--- config.mk ---
export PLATFORM = sky130hd
export DESIGN_NAME = uart_rx_fifo_flat
export DESIGN_NICKNAME = d
export VERILOG_FILES = /design/src/rtl/uart_rx_fifo_if.sv /design/src/rtl/uart_rx_fifo.sv /design/src/flat_wrapper.sv
export SDC_FILE = /design/constraint.sdc
export NUM_CORES = 1
export LEC_CHECK = 0
export CORE_ASPECT_RATIO = 2
export CORE_MARGIN = 2
export CORE_UTILIZATION = 42
export DETAILED_ROUTE_END_ITERATION = 7
export GPL_ROUTABILITY_DRIVEN = 0
export MAX_ROUTING_LAYER = met4
export PLACE_DENSITY_LB_ADDON = 0.08
export SYNTH_ARGS = -nofsm -noshare
export SYNTH_HDL_FRONTEND = slang
export SYNTH_SLANG_ARGS = --single-unit
--- constraint.sdc ---
create_clock -name clk -period 2.4 [get_ports clk]
set_input_delay 0.48 -clock clk [delete_from_list [all_inputs] [get_ports clk]]
set_output_delay 0.48 -clock clk [all_outputs]
set_load 0.03 [all_outputs]
--- src/rtl/uart_rx_fifo_if.sv ---
// ---------------------------------------------------------------------------
// uart_rx_fifo_if
//   Groups the receiver-facing capture signals and the host-facing
//   valid/ready byte stream of the UART receive buffer.
//
//   Signals
//     rx_done  frame-complete strobe from the UART receiver
//     rx_data  received byte, stable while rx_done is high
//     m_valid  head byte available
//     m_ready  consumer accepts the head byte
//     m_data   head byte
//
//   Modports
//     master   the buffer: consumes rx_done/rx_data, drives the stream
//     slave    the surroundings: receiver strobes plus the host consumer
// ---------------------------------------------------------------------------
interface uart_rx_fifo_if;
  logic       rx_done;
  logic [7:0] rx_data;
  logic       m_valid;
  logic       m_ready;
  logic [7:0] m_data;

  modport master (
    input  rx_done,
    input  rx_data,
    input  m_ready,
    output m_valid,
    output m_data
  );

  modport slave (
    output rx_done,
    output rx_data,
    output m_ready,
    input  m_valid,
    input  m_data
  );
endinterface

--- src/rtl/uart_rx_fifo.sv ---
// ---------------------------------------------------------------------------
// uart_rx_fifo
//   Receive-side byte buffer sitting directly behind the UART receiver.
//   Every completed frame (rising edge of rx_done) is captured into a
//   DEPTH-entry first-word-fall-through FIFO; bytes leave on a valid/ready
//   stream. A frame that completes while the buffer is full and nothing is
//   leaving is dropped and latches the sticky overrun flag.
//
//   Parameters
//     DEPTH      number of byte entries, power of two, >= 2
//     AW         pointer width, log2(DEPTH)
//     AFULL_LVL  almost_full threshold, 1..DEPTH
//
//   Ports
//     clk          system clock (same domain as the receiver)
//     rst          asynchronous, active-high reset
//     bus          uart_rx_fifo_if.master: rx_done/rx_data in,
//                  m_valid/m_data out, m_ready in
//     flush        synchronous clear of the buffer contents
//     overrun_clr  clears the sticky overrun flag
//     level        bytes stored, 0..DEPTH
//     empty        level == 0
//     full         level == DEPTH
//     almost_full  level >= AFULL_LVL
//     overrun      sticky, a byte was dropped
// ---------------------------------------------------------------------------
module uart_rx_fifo #(
  parameter int unsigned DEPTH     = 16,
  parameter int unsigned AW        = 4,
  parameter int unsigned AFULL_LVL = 12
) (
  input  logic                  clk,
  input  logic                  rst,
  uart_rx_fifo_if.master        bus,
  input  logic                  flush,
  input  logic                  overrun_clr,
  output logic [AW:0]           level,
  output logic                  empty,
  output logic                  full,
  output logic                  almost_full,
  output logic                  overrun
);

  localparam logic [AW:0] DepthLvl = DEPTH[AW:0];
  localparam logic [AW:0] AfullLvl = AFULL_LVL[AW:0];

  // -------------------------------------------------------------------------
  // State
  // -------------------------------------------------------------------------
  logic [7:0]    mem [DEPTH];
  logic [AW-1:0] wr_ptr_q, wr_ptr_d;
  logic [AW-1:0] rd_ptr_q, rd_ptr_d;
  logic [AW:0]   level_q, level_d;
  logic          overrun_q, overrun_d;
  logic          done_q;

  // -------------------------------------------------------------------------
  // Handshake decode
  // -------------------------------------------------------------------------
  logic push_req;
  logic pop;
  logic push;
  logic drop;
  logic is_empty;
  logic is_full;

  assign is_empty = (level_q == '0);
  assign is_full  = (level_q == DepthLvl);

  // One push per rising edge of rx_done, however long the strobe is held.
  assign push_req = bus.rx_done & ~done_q;

  // m_valid comes straight from the level register, so pop never loops back
  // combinationally into m_valid.
  assign pop  = ~is_empty & bus.m_ready;

  // A pop in the same cycle frees the slot the incoming byte needs.
  assign push = push_req & (~is_full | pop);
  assign drop = push_req & is_full & ~pop;

  // -------------------------------------------------------------------------
  // Next-state logic
  // -------------------------------------------------------------------------
  always_comb begin
    wr_ptr_d = wr_ptr_q;
    rd_ptr_d = rd_ptr_q;
    level_d  = level_q;

    if (flush) begin
      // Flush wins over any push or pop in the same cycle.
      wr_ptr_d = '0;
      rd_ptr_d = '0;
      level_d  = '0;
    end else begin
      if (push) begin
        wr_ptr_d = wr_ptr_q + 1'b1;
      end
      if (pop) begin
        rd_ptr_d = rd_ptr_q + 1'b1;
      end
      case ({push, pop})
        2'b10:   level_d = level_q + 1'b1;
        2'b01:   level_d = level_q - 1'b1;
        default: level_d = level_q;
      endcase
    end
  end

  // A fresh drop beats a simultaneous clear so no loss goes unreported.
  // Flush deliberately leaves the flag alone.
  always_comb begin
    overrun_d = overrun_q;
    if (drop) begin
      overrun_d = 1'b1;
    end else if (overrun_clr) begin
      overrun_d = 1'b0;
    end
  end

  // -------------------------------------------------------------------------
  // Registers
  // -------------------------------------------------------------------------
  always_ff @(posedge clk or posedge rst) begin
    if (rst) begin
      wr_ptr_q  <= '0;
      rd_ptr_q  <= '0;
      level_q   <= '0;
      overrun_q <= 1'b0;
      done_q    <= 1'b0;
    end else begin
      wr_ptr_q  <= wr_ptr_d;
      rd_ptr_q  <= rd_ptr_d;
      level_q   <= level_d;
      overrun_q <= overrun_d;
      // Tracks rx_done even during flush so a held strobe cannot re-push.
      done_q    <= bus.rx_done;
    end
  end

  // Storage array carries no reset; validity is tracked by the pointers.
  always_ff @(posedge clk) begin
    if (push && !flush) begin
      mem[wr_ptr_q] <= bus.rx_data;
    end
  end

  // -------------------------------------------------------------------------
  // Outputs
  // -------------------------------------------------------------------------
  assign bus.m_valid = ~is_empty;
  assign bus.m_data  = mem[rd_ptr_q];

  assign level       = level_q;
  assign empty       = is_empty;
  assign full        = is_full;
  assign almost_full = (level_q >= AfullLvl);
  assign overrun     = overrun_q;

endmodule
--- src/flat_wrapper.sv ---
// flat-port wrapper written by rule: the top's interface ports become plain ports
module uart_rx_fifo_flat 
#(
  parameter int unsigned DEPTH     = 16,
  parameter int unsigned AW        = 4,
  parameter int unsigned AFULL_LVL = 12
)
  (clk, rst, flush, overrun_clr, level, empty, full, almost_full, overrun, bus_rx_done, bus_rx_data, bus_m_ready, bus_m_valid, bus_m_data);
  uart_rx_fifo_if bus_i ();
  input  logic clk;
  input  logic rst;
  input  logic flush;
  input  logic overrun_clr;
  output logic [AW:0] level;
  output logic empty;
  output logic full;
  output logic almost_full;
  output logic overrun;
  input wire logic [$bits(bus_i.rx_done)-1:0] bus_rx_done;
  input wire logic [$bits(bus_i.rx_data)-1:0] bus_rx_data;
  input wire logic [$bits(bus_i.m_ready)-1:0] bus_m_ready;
  output wire logic [$bits(bus_i.m_valid)-1:0] bus_m_valid;
  output wire logic [$bits(bus_i.m_data)-1:0] bus_m_data;
  assign bus_i.rx_done = bus_rx_done;
  assign bus_i.rx_data = bus_rx_data;
  assign bus_i.m_ready = bus_m_ready;
  assign bus_m_valid = bus_i.m_valid;
  assign bus_m_data = bus_i.m_data;
  uart_rx_fifo #(.DEPTH(DEPTH), .AW(AW), .AFULL_LVL(AFULL_LVL)) u_core (.clk(clk), .rst(rst), .bus(bus_i), .flush(flush), .overrun_clr(overrun_clr), .level(level), .empty(empty), .full(full), .almost_full(almost_full), .overrun(overrun));
endmodule
==> results.cfg, run 1 <==
[status]
violations = negative setup slack
status = complete, but fails checks

[synthesis]
netlist_area_sq_um = 5900
yosysWarningCount = 0
synth_top_area_share = 0.651
synth_cell_type_count = 36
synth_nets = 332
syn_inst = 309
yosysSeqAreaShare = 0.715
ys_ff_latch = 143
syn_avg_cell_area_sq_um = 19.1
synth_largest_area_cell = edfxtp_1
synthTopCellsByArea = edfxtp_1 (65%), mux4_2 (15%), dfrtp_1 (6.4%), nor2_1 (1.7%), ha_1 (1.7%)

[worst_setup_path]
crit_path_start_kind = flip-flop
crit_arrival_ns = 2.27
crit_required_ns = 1.92
critPathKind = reg2out
worstSetupEndpointType = output port
cp_max_fo = 8

[drt]
drtAntennaViolNets = 0
via_count = 3133
routed_via_density = 5.17
drcViolationCount = 0
drt_iter0_markers = 165
wl_per_cell_um = 21.8
totalWireLength_mm = 13.2
drtPass1Iterations = 4

[placement]
port_buffers = 31
dp_hpwl_mm = 9.32
pre_cts_ws_ns = -0.195

[global_route]
antenna_found_initial = 0
grt-ovfl-total = 0
grt_max_degree = 18
grt_pass1_vias = 3431
grt_usage = 0.200
grt_pass1_wl_mm = 20.1

[final_layout]
multi_input_area_sq_um = 1620
antenna_cells = 0
final_common_cell = edfxtp_1
seq_area_sq_um = 4220
final_cell_mix = edfxtp_1 (128), buf_4 (58), mux4_2 (40)
drive_gt1_frac = 0.365
synthToLayoutAreaGrowth_pct = 27.6
nets = 427
fillers = 1114

[die]
die_h_um = 172
core-area_sq_um = 13800
rows = 61
die_width_um = 87.8
die-area_sq_um = 15100
ios = 32
start_util = 0.427

[timing]
worst_pin_slew_ns = 0.682
relSlewSlack = 0.545
fmax_mhz = 364
finalMaxSlewViolations = 0
rsz0062_at_grt = yes
fin_ws_ns = -0.350
fin_skew_ns = 0.00844
setup_viol_count_final = 8
timing.final.crit_share = 1.15
min_period_ns = 2.75
timing.hold.ws_ns = 0.464
hold_violations = 0

[clock_tree]
cts_max_level = 4
cts_root_buf = clkbuf_16
tritoncts.num_buffers = 17
ctsHoldBuffers = 0
cts_sinks = 143
clk_latency_ns = 0.42
cts_tree = yes
clkTransAtPathRegs_ns = 0.06
clockBufferDepth = 2

[power_and_ir_drop]
power_w = 0.00725
power_leakage_nw = 2.59
ir_drop_uv = 839
pwr_density_cell_nw_per_um2 = 963

[run]
maxCapViolCount = 0

[min_path]
worstHoldPathType = in2async
## synthesized netlist by cell type, drive strengths merged
master  instances
o21ai           2
nand4b          1
nand2b          5
buf             9
clkbuf          7
o311a           1
mux4           40
or2b            1
nand3           7
a41oi           1
dfrtp          15
a21oi           4
o211ai          2
and2b           1
or4             2
inv            10
nor3            4
a21o            1
a211o           1
nor4            1
xnor2           4
nand2          11
ha              8
nor2b           2
mux2            3
fa              1
xor2            3
nor2           27
mux2i           3
edfxtp        128
a2111o          1
a211oi          3
## worst max-delay path, stage by stage (launching register included)
cell and delay, ns:
dfrtp_2 0.43, buf_12 0.13, buf_12 0.13, mux4_2 0.51
mux4_2 0.50, buf_6 0.16
## power breakdown
group	internal [W]	switching (W)	leakage [nW]
Sequential	0.00277	0.0000661	1.35
Clock	0.00153	0.00102	0.269
Combinational	0.000899	0.000968	0.966
Total	0.00520	0.00205	2.59
## layout make-up
cell class                      count  share of cell area
Sequential cell                   143               0.561
Timing Repair Buffer               92               0.112
Inverter                           10             0.00532
Clock inverter                     13              0.0184
Tap cell                          189              0.0314
Multi-Input combinational cell    140               0.215
Clock buffer                       19              0.0575
## cells by family (layout without fill, tap and decap cells)
logic type | after synthesis | count (layout) | synth area share
compound gates | 16 | 16 | 0.0204
xor+xnor | 7 | 7 | 0.0104
fa+ha+maj | 9 | 9 | 0.0204
buf+inv | 26 | 134 | 0.0191
flops | 143 | 143 | 0.715
mux | 46 | 46 | 0.163
simple gates | 62 | 62 | 0.0515
## flip-flops by register name, summed over array words and instances, names as in the netlist
register / count
u_core.done_q: 1
u_core.wr_ptr_q: 4
u_core.rd_ptr_q: 4
u_core.overrun: 1
u_core.level: 5
u_core.mem: 128
## metrics by stage
step	cell area [sq um]	utilization	std cells	setup TNS [ns]
finish	7530	0.545	606	-2.58
global placement	6850	0.496	568	-6.84
detailed placement	6850	0.496	568	-8.56
global route	7530	0.545	606	-3.11
CTS	7510	0.544	605	-2.85
floorplan	5950	-	309	-0.0209
## timing repair
item / 4_1_cts / 5_1_grt
hold endpoints to repair: 0 / 0
pin swaps: 0 / 1
buffers inserted: 4 / 1
cloned: 1 / 0
endpoints found under the setup margin: 10 / 9
gates resized for setup: 33 / 4
## per-layer routing
layer	up-vias	GRT usage	part of all wire	wire length, um
met1	1619	0.210	0.36	4800
li1	1427	-	-	-
met3	22	0.0432	0.032	417
met5	-	-	0	0
met2	65	0.356	0.58	7680
met4	0	0.0789	0.025	336
## final timing paths
kind,from,slack (ns),cells after the start,to
setup reg to reg,u_core.level[0],0.09,9,u_core.level[4]
min in group clk,u_core.overrun,0.55,2,u_core.overrun
hold / removal,rst,0.46,2,u_core.wr_ptr_q[0]
setup / recovery,u_core.rd_ptr_q[0],-0.35,5,bus_m_data[3]
hold reg to reg,u_core.overrun,0.55,2,u_core.overrun
max in group asynchronous,rst,1.45,2,u_core.level[0]
No activity file was read; power rests on OpenSTA's default activity.
==> run 2, diff against run 1 <==
--- a/config.mk
+++ b/config.mk
@@ -12,6 +12,7 @@
 export GPL_ROUTABILITY_DRIVEN = 0
 export MAX_ROUTING_LAYER = met4
 export PLACE_DENSITY_LB_ADDON = 0.08
+export SKIP_LAST_GASP = 1
 export SYNTH_ARGS = -nofsm -noshare
 export SYNTH_HDL_FRONTEND = slang
 export SYNTH_SLANG_ARGS = --single-unit
==> constraint.sdc (replaced) <==
create_clock -name clk -period 2.65 [get_ports clk]
set_input_delay 0.53 -clock clk [delete_from_list [all_inputs] [get_ports clk]]
set_output_delay 0.53 -clock clk [all_outputs]
set_load 0.03 [all_outputs]
==> run 2 against run 1 <==
Net effect:
- the run still ends with negative setup slack left
- flip-flop and latch count did not move
- hold slack improved by 0.049 ns
- setup slack improved by 0.20 ns
- die area did not move
- largest power group unchanged
- clock-buffer cell count rose by 1
- cell count fell by 3.0%
- global-route usage fell by 0.50 points
- utilization fell by 1.4 points
- critical path type unchanged
==> results.cfg, run 2 (same netlist as run 1, synthesis figures left out) <==
[global_route]
grt_usage = 0.195
grtUsageMet3 = 0.0331
top_usage_layer = met2
grt_use_met1 = 0.213
antenna_found_initial = 0
grt_pass1_wl_mm = 19.7
grt_pass1_vias = 3398
grt_max_degree = 24
grt-ovfl-total = 0
met2_usage = 0.346

[final_layout]
final_common_cell = edfxtp_1
final_cells = 588
final_cell_mix = edfxtp_1 (128), mux4_2 (40), buf_4 (39)
largest_register_ffs = 128
drive_gt1_frac = 0.321
antenna_cells = 0
synthToLayoutAreaGrowth_pct = 24.3
nets = 409
largest-register = u_core.mem

[power_and_ir_drop]
pwr-share-comb = 0.245
power_leakage_nw = 2.50
ir_drop_uv = 664
power_frac_seq = 0.404
p_sw_frac = 0.274
pwr_density_cell_nw_per_um2 = 872
p_sw_w = 0.00175
power_frac_clock = 0.350
intPower_w = 0.00465

[status]
status = complete, but fails checks
violations = negative setup slack

[drt]
routed_via_density = 5.23
drcViolationCount = 0
drtAntennaViolNets = 0
drtPass1Iterations = 4
drt_iter0_markers = 175
wl_per_cell_um = 21.6
totalWireLength_mm = 12.7
via_count = 3076

[timing]
min_period_ns = 2.80
hold_violations = 0
relSlewSlack = 0.552
worst_pin_slew_ns = 0.671
fin_skew_ns = 0.0110
fin_ws_ns = -0.154
fmax_mhz = 357
rsz0062_at_grt = yes
finalMaxSlewViolations = 0
timing.final.crit_share = 1.06
timing.hold.ws_ns = 0.512
fin_setup_tns_ns = -0.874
setup_viol_count_final = 8

[placement]
place_inst = 552
pre_cts_ws_ns = -0.00655
dp_hpwl_mm = 8.81
port_buffers = 31

[die]
start_util = 0.427
core-area_sq_um = 13800
ios = 32
die_h_um = 172
die-area_sq_um = 15100
rows = 61
die_width_um = 87.8

[clock_tree]
clk_latency_ns = 0.41
tritoncts.num_buffers = 17
cts_sinks = 143
cts_root_buf = clkbuf_16
cts_max_level = 4
cts_tree = yes
ctsHoldBuffers = 0
clkTransAtPathRegs_ns = 0.06
clockBufferDepth = 2

[worst_setup_path]
cp_max_fo = 7
crit_arrival_ns = 2.27
crit_required_ns = 2.12
ff2ff_setup_slack_ns = 0.16
reg2reg_to = u_core.level[4]
reg2reg_depth = 9
slowest_stage = mux4_2
critPathKind = reg2out
cp_cell_sequence = buf_12, buf_12, mux4_2, mux4_2, buf_6
worstSetupEndpointType = output port
max_stage_delay_ns = 0.54
r2r_start = u_core.level[2]
crit_path_start_kind = flip-flop

[run]
maxCapViolCount = 0

[min_path]
worstHoldPathType = in2async
-- run 2: timing repair --
| item | 4_1_cts | 5_1_grt |
|---|---|---|
| pin swaps | 0 | 0 |
| endpoints found under the hold margin | 0 | 0 |
| setup buffers | 3 | 0 |
| endpoints found under the setup margin | 9 | 9 |
| gates cloned | 1 | 0 |
| gates resized for setup | 25 | 4 |
-- run 2: critical path, delay by kind of cell (launching register included) --
| kind | cells | cell delay (ns) |
|---|---|---|
| multiplexers | 2 | 1.04 |
| flip-flops | 1 | 0.42 |
| buffers and inverters | 3 | 0.40 |
-- run 2: routing by layer --
layer / vias up / wire [um]
met2: 66 / 7310
li1: 1385 / -
met3: 18 / 313
met5: - / 0
met1: 1607 / 4770
met4: 0 / 278
-- run 2: worst max path at each step --
| stage | startpoint | end | slack (ns) | cells past startpoint |
|---|---|---|---|---|
| final | u_core.rd_ptr_q[0] | bus_m_data[6] | -0.15 | 5 |
| after global routing | u_core.rd_ptr_q[0] | bus_m_data[6] | -0.20 | 5 |
| after floorplan | u_core.level[2] | u_core.level[4] | 0.02 | 9 |
| after CTS | u_core.rd_ptr_q[0] | bus_m_data[6] | -0.16 | 5 |
| after global placement | u_core.rd_ptr_q[0] | bus_m_data[5] | 0.06 | 4 |
| after detailed placement | bus_rx_done | u_core.level[4] | -0.007 | 8 |
-- run 2: final cells by class --
type | count | area (sq um)
fill | 1103 | 6480
sequential | 143 | 4220
multi-input combinational | 140 | 1570
timing repair buffer | 74 | 711
clock buffer | 20 | 437
tap | 189 | 236
clock inverter | 12 | 123
inverter | 10 | 37.5
-- run 2: metrics by stage --
step / instance area [sq um] / util / total power, W
3_5_place_dp: 6680 / 0.484 / 0.00415
2_1_floorplan: 5900 / - / 0.00357
5_1_grt: 7340 / 0.531 / 0.00667
3_3_place_gp: 6680 / 0.484 / 0.00415
4_1_cts: 7330 / 0.530 / 0.00647
6_report: 7340 / 0.531 / 0.00640
-- run 2: power by group through the flow --
stage,clock (W),combinational [W],sequential [W]
after floorplan,0,0.000905,0.00267
after global placement,0,0.00152,0.00263
after detailed placement,0,0.00152,0.00263
after CTS,0.00229,0.00160,0.00259
after global routing,0.00239,0.00169,0.00259
final,0.00224,0.00157,0.00259
==> run 3, diff against run 2 <==
--- a/config.mk
+++ b/config.mk
@@ -7,9 +7,10 @@
 export LEC_CHECK = 0
 export CORE_ASPECT_RATIO = 2
 export CORE_MARGIN = 2
-export CORE_UTILIZATION = 42
+export CORE_UTILIZATION = 59
 export DETAILED_ROUTE_END_ITERATION = 7
 export GPL_ROUTABILITY_DRIVEN = 0
+export HOLD_SLACK_MARGIN = 0.12
 export MAX_ROUTING_LAYER = met4
 export PLACE_DENSITY_LB_ADDON = 0.08
 export SKIP_LAST_GASP = 1
==> run 3 against run 2 <==
Net effect:
- the flow still finishes with violations (negative setup slack)
- fmax is 1.9% lower
- die area is 28% lower
- cell count fell by 8.3%
- first-iteration DRC count increased by 65%
==> results.cfg, run 3 (same netlist as run 1, synthesis figures left out) <==
[power_and_ir_drop]
ir_drop_uv = 883
pwr_density_cell_nw_per_um2 = 903
power_w = 0.00665
power_leakage_nw = 2.56

[worst_setup_path]
cp_max_fo = 5
crit_required_ns = 2.12
cp_top_family = multiplexers
critPathKind = reg2out
crit_arrival_ns = 2.33
ff2ff_setup_slack_ns = 0.15
cp.buffers_inverters = 3
max_stage_delay_ns = 0.53
worstSetupEndpointType = output port
crit_path_start_kind = flip-flop
crit_top_cell = mux4_2
slowest_stage = mux4_2
cp_cell_sequence = buf_12, buf_8, mux4_2, mux4_2, buf_6

[die]
die_width_um = 74.7
rows = 51
die-area_sq_um = 10900
start_util = 0.605
core-area_sq_um = 9760
ios = 32
die_h_um = 145

[final_layout]
final_cell_mix = edfxtp_1 (128), buf_4 (45), mux4_2 (40)
largest_register_ffs = 128
synthToLayoutAreaGrowth_pct = 24.7
drive_gt1_frac = 0.344
largest-register = u_core.mem
final_common_cell = edfxtp_1
nets = 417
antenna_cells = 0

[timing]
worst_pin_slew_ns = 0.696
fmax_mhz = 350
fin_ws_ns = -0.209
relSlewSlack = 0.536
timing.final.crit_share = 1.08
timing.hold.ws_ns = 0.521
finalMaxSlewViolations = 0
setup_viol_count_final = 8
rsz0062_at_grt = yes
fin_skew_ns = 0.00580
hold_violations = 0
min_period_ns = 2.86

[clock_tree]
cts_root_buf = clkbuf_16
ctsHoldBuffers = 0
cts_sinks = 143
cts_max_level = 4
clockBufferDepth = 2
cts_tree = yes
clk_latency_ns = 0.41
tritoncts.num_buffers = 17
clkTransAtPathRegs_ns = 0.06

[global_route]
grt_pass1_vias = 3437
grt-ovfl-total = 0
antenna_found_initial = 0
grt_max_degree = 25
grt_pass1_wl_mm = 20.5
grt_usage = 0.287

[drt]
routed_via_density = 5.91
drt_iter0_markers = 288
drtPass1Iterations = 4
via_count = 3184
wl_per_cell_um = 25.2
totalWireLength_mm = 13.6
drcViolationCount = 0
drtAntennaViolNets = 0

[run]
maxCapViolCount = 0

[status]
status = complete, but fails checks
violations = negative setup slack

[min_path]
worstHoldPathType = in2async

[placement]
port_buffers = 31
dp_hpwl_mm = 8.83
==> run 3: changes by cell type in the layout (fill, tap and decap cells not counted), sizes merged <==
cell,previous run,this run
clkinv,8,1
bufinv,2,1
buf,51,59
clkbuf,20,17
inv,10,22
clkinvlp,2,1
==> run 3: worst paths after layout <==
kind / start / endpoint / cells past startpoint
worst max-delay path: u_core.rd_ptr_q[0] / bus_m_data[4] / 5
worst min-delay path: rst / u_core.overrun / 2
min in group clk: u_core.overrun / u_core.overrun / 2
max in group asynchronous: rst / u_core.rd_ptr_q[0] / 2
worst min register to register: u_core.overrun / u_core.overrun / 2
worst max register to register: u_core.level[2] / u_core.level[4] / 9
==> run 3: area by class of cell <==
type,instances,area [sq um]
Sequential cell,143,4220
Fill cell,592,2400
Multi-Input combinational cell,140,1570
Timing Repair Buffer,82,773
Clock buffer,17,425
Tap cell,132,165
Clock inverter,15,164
Inverter,10,37.5
==> run 3: metrics by stage <==
step	setup slack, ns	cells	TNS (ns)	instance area [sq um]	utilization
after floorplan	0.0249	309	0	5900	-
after global placement	-0.0208	499	-0.0643	6640	0.681
after detailed placement	-0.0395	499	-0.119	6640	0.681
after CTS	-0.227	540	-1.57	7360	0.754
after global routing	-0.259	539	-1.77	7360	0.754
final	-0.209	539	-1.31	7360	0.754
==> run 3: what timing repair did <==
item                       4_1_cts  5_1_grt
resized for setup               35       10
setup buffers                    7        0
setup endpoints to repair        9        9
cloned                           2        0
==> run 3: worst register-to-register path, stage by stage, from the launching register on <==
cell	delay, ns
dfrtp_2	0.43
nor4_4	0.34
nand2_2	0.16
nand3_1	0.18
inv_1	0.12
ha_1	0.31
nor2_1	0.17
a21oi_1	0.08
or4_1	0.41
a41oi_1	0.22
==> run 3: where the power goes <==
part           switching (W)  internal [W]
Clock                0.00102       0.00135
Combinational       0.000891      0.000827
Sequential         0.0000588       0.00251
Total                0.00197       0.00468
==> run 3: metal layers <==
metal / share of wire / GRT usage / vias up / routed length, um
met5: 0 / - / - / 0
met3: 0.055 / 0.0644 / 23 / 753
met1: 0.33 / 0.319 / 1644 / 4520
met4: 0.023 / 0.123 / 0 / 318
met2: 0.59 / 0.483 / 120 / 7990
li1: - / - / 1397 / -
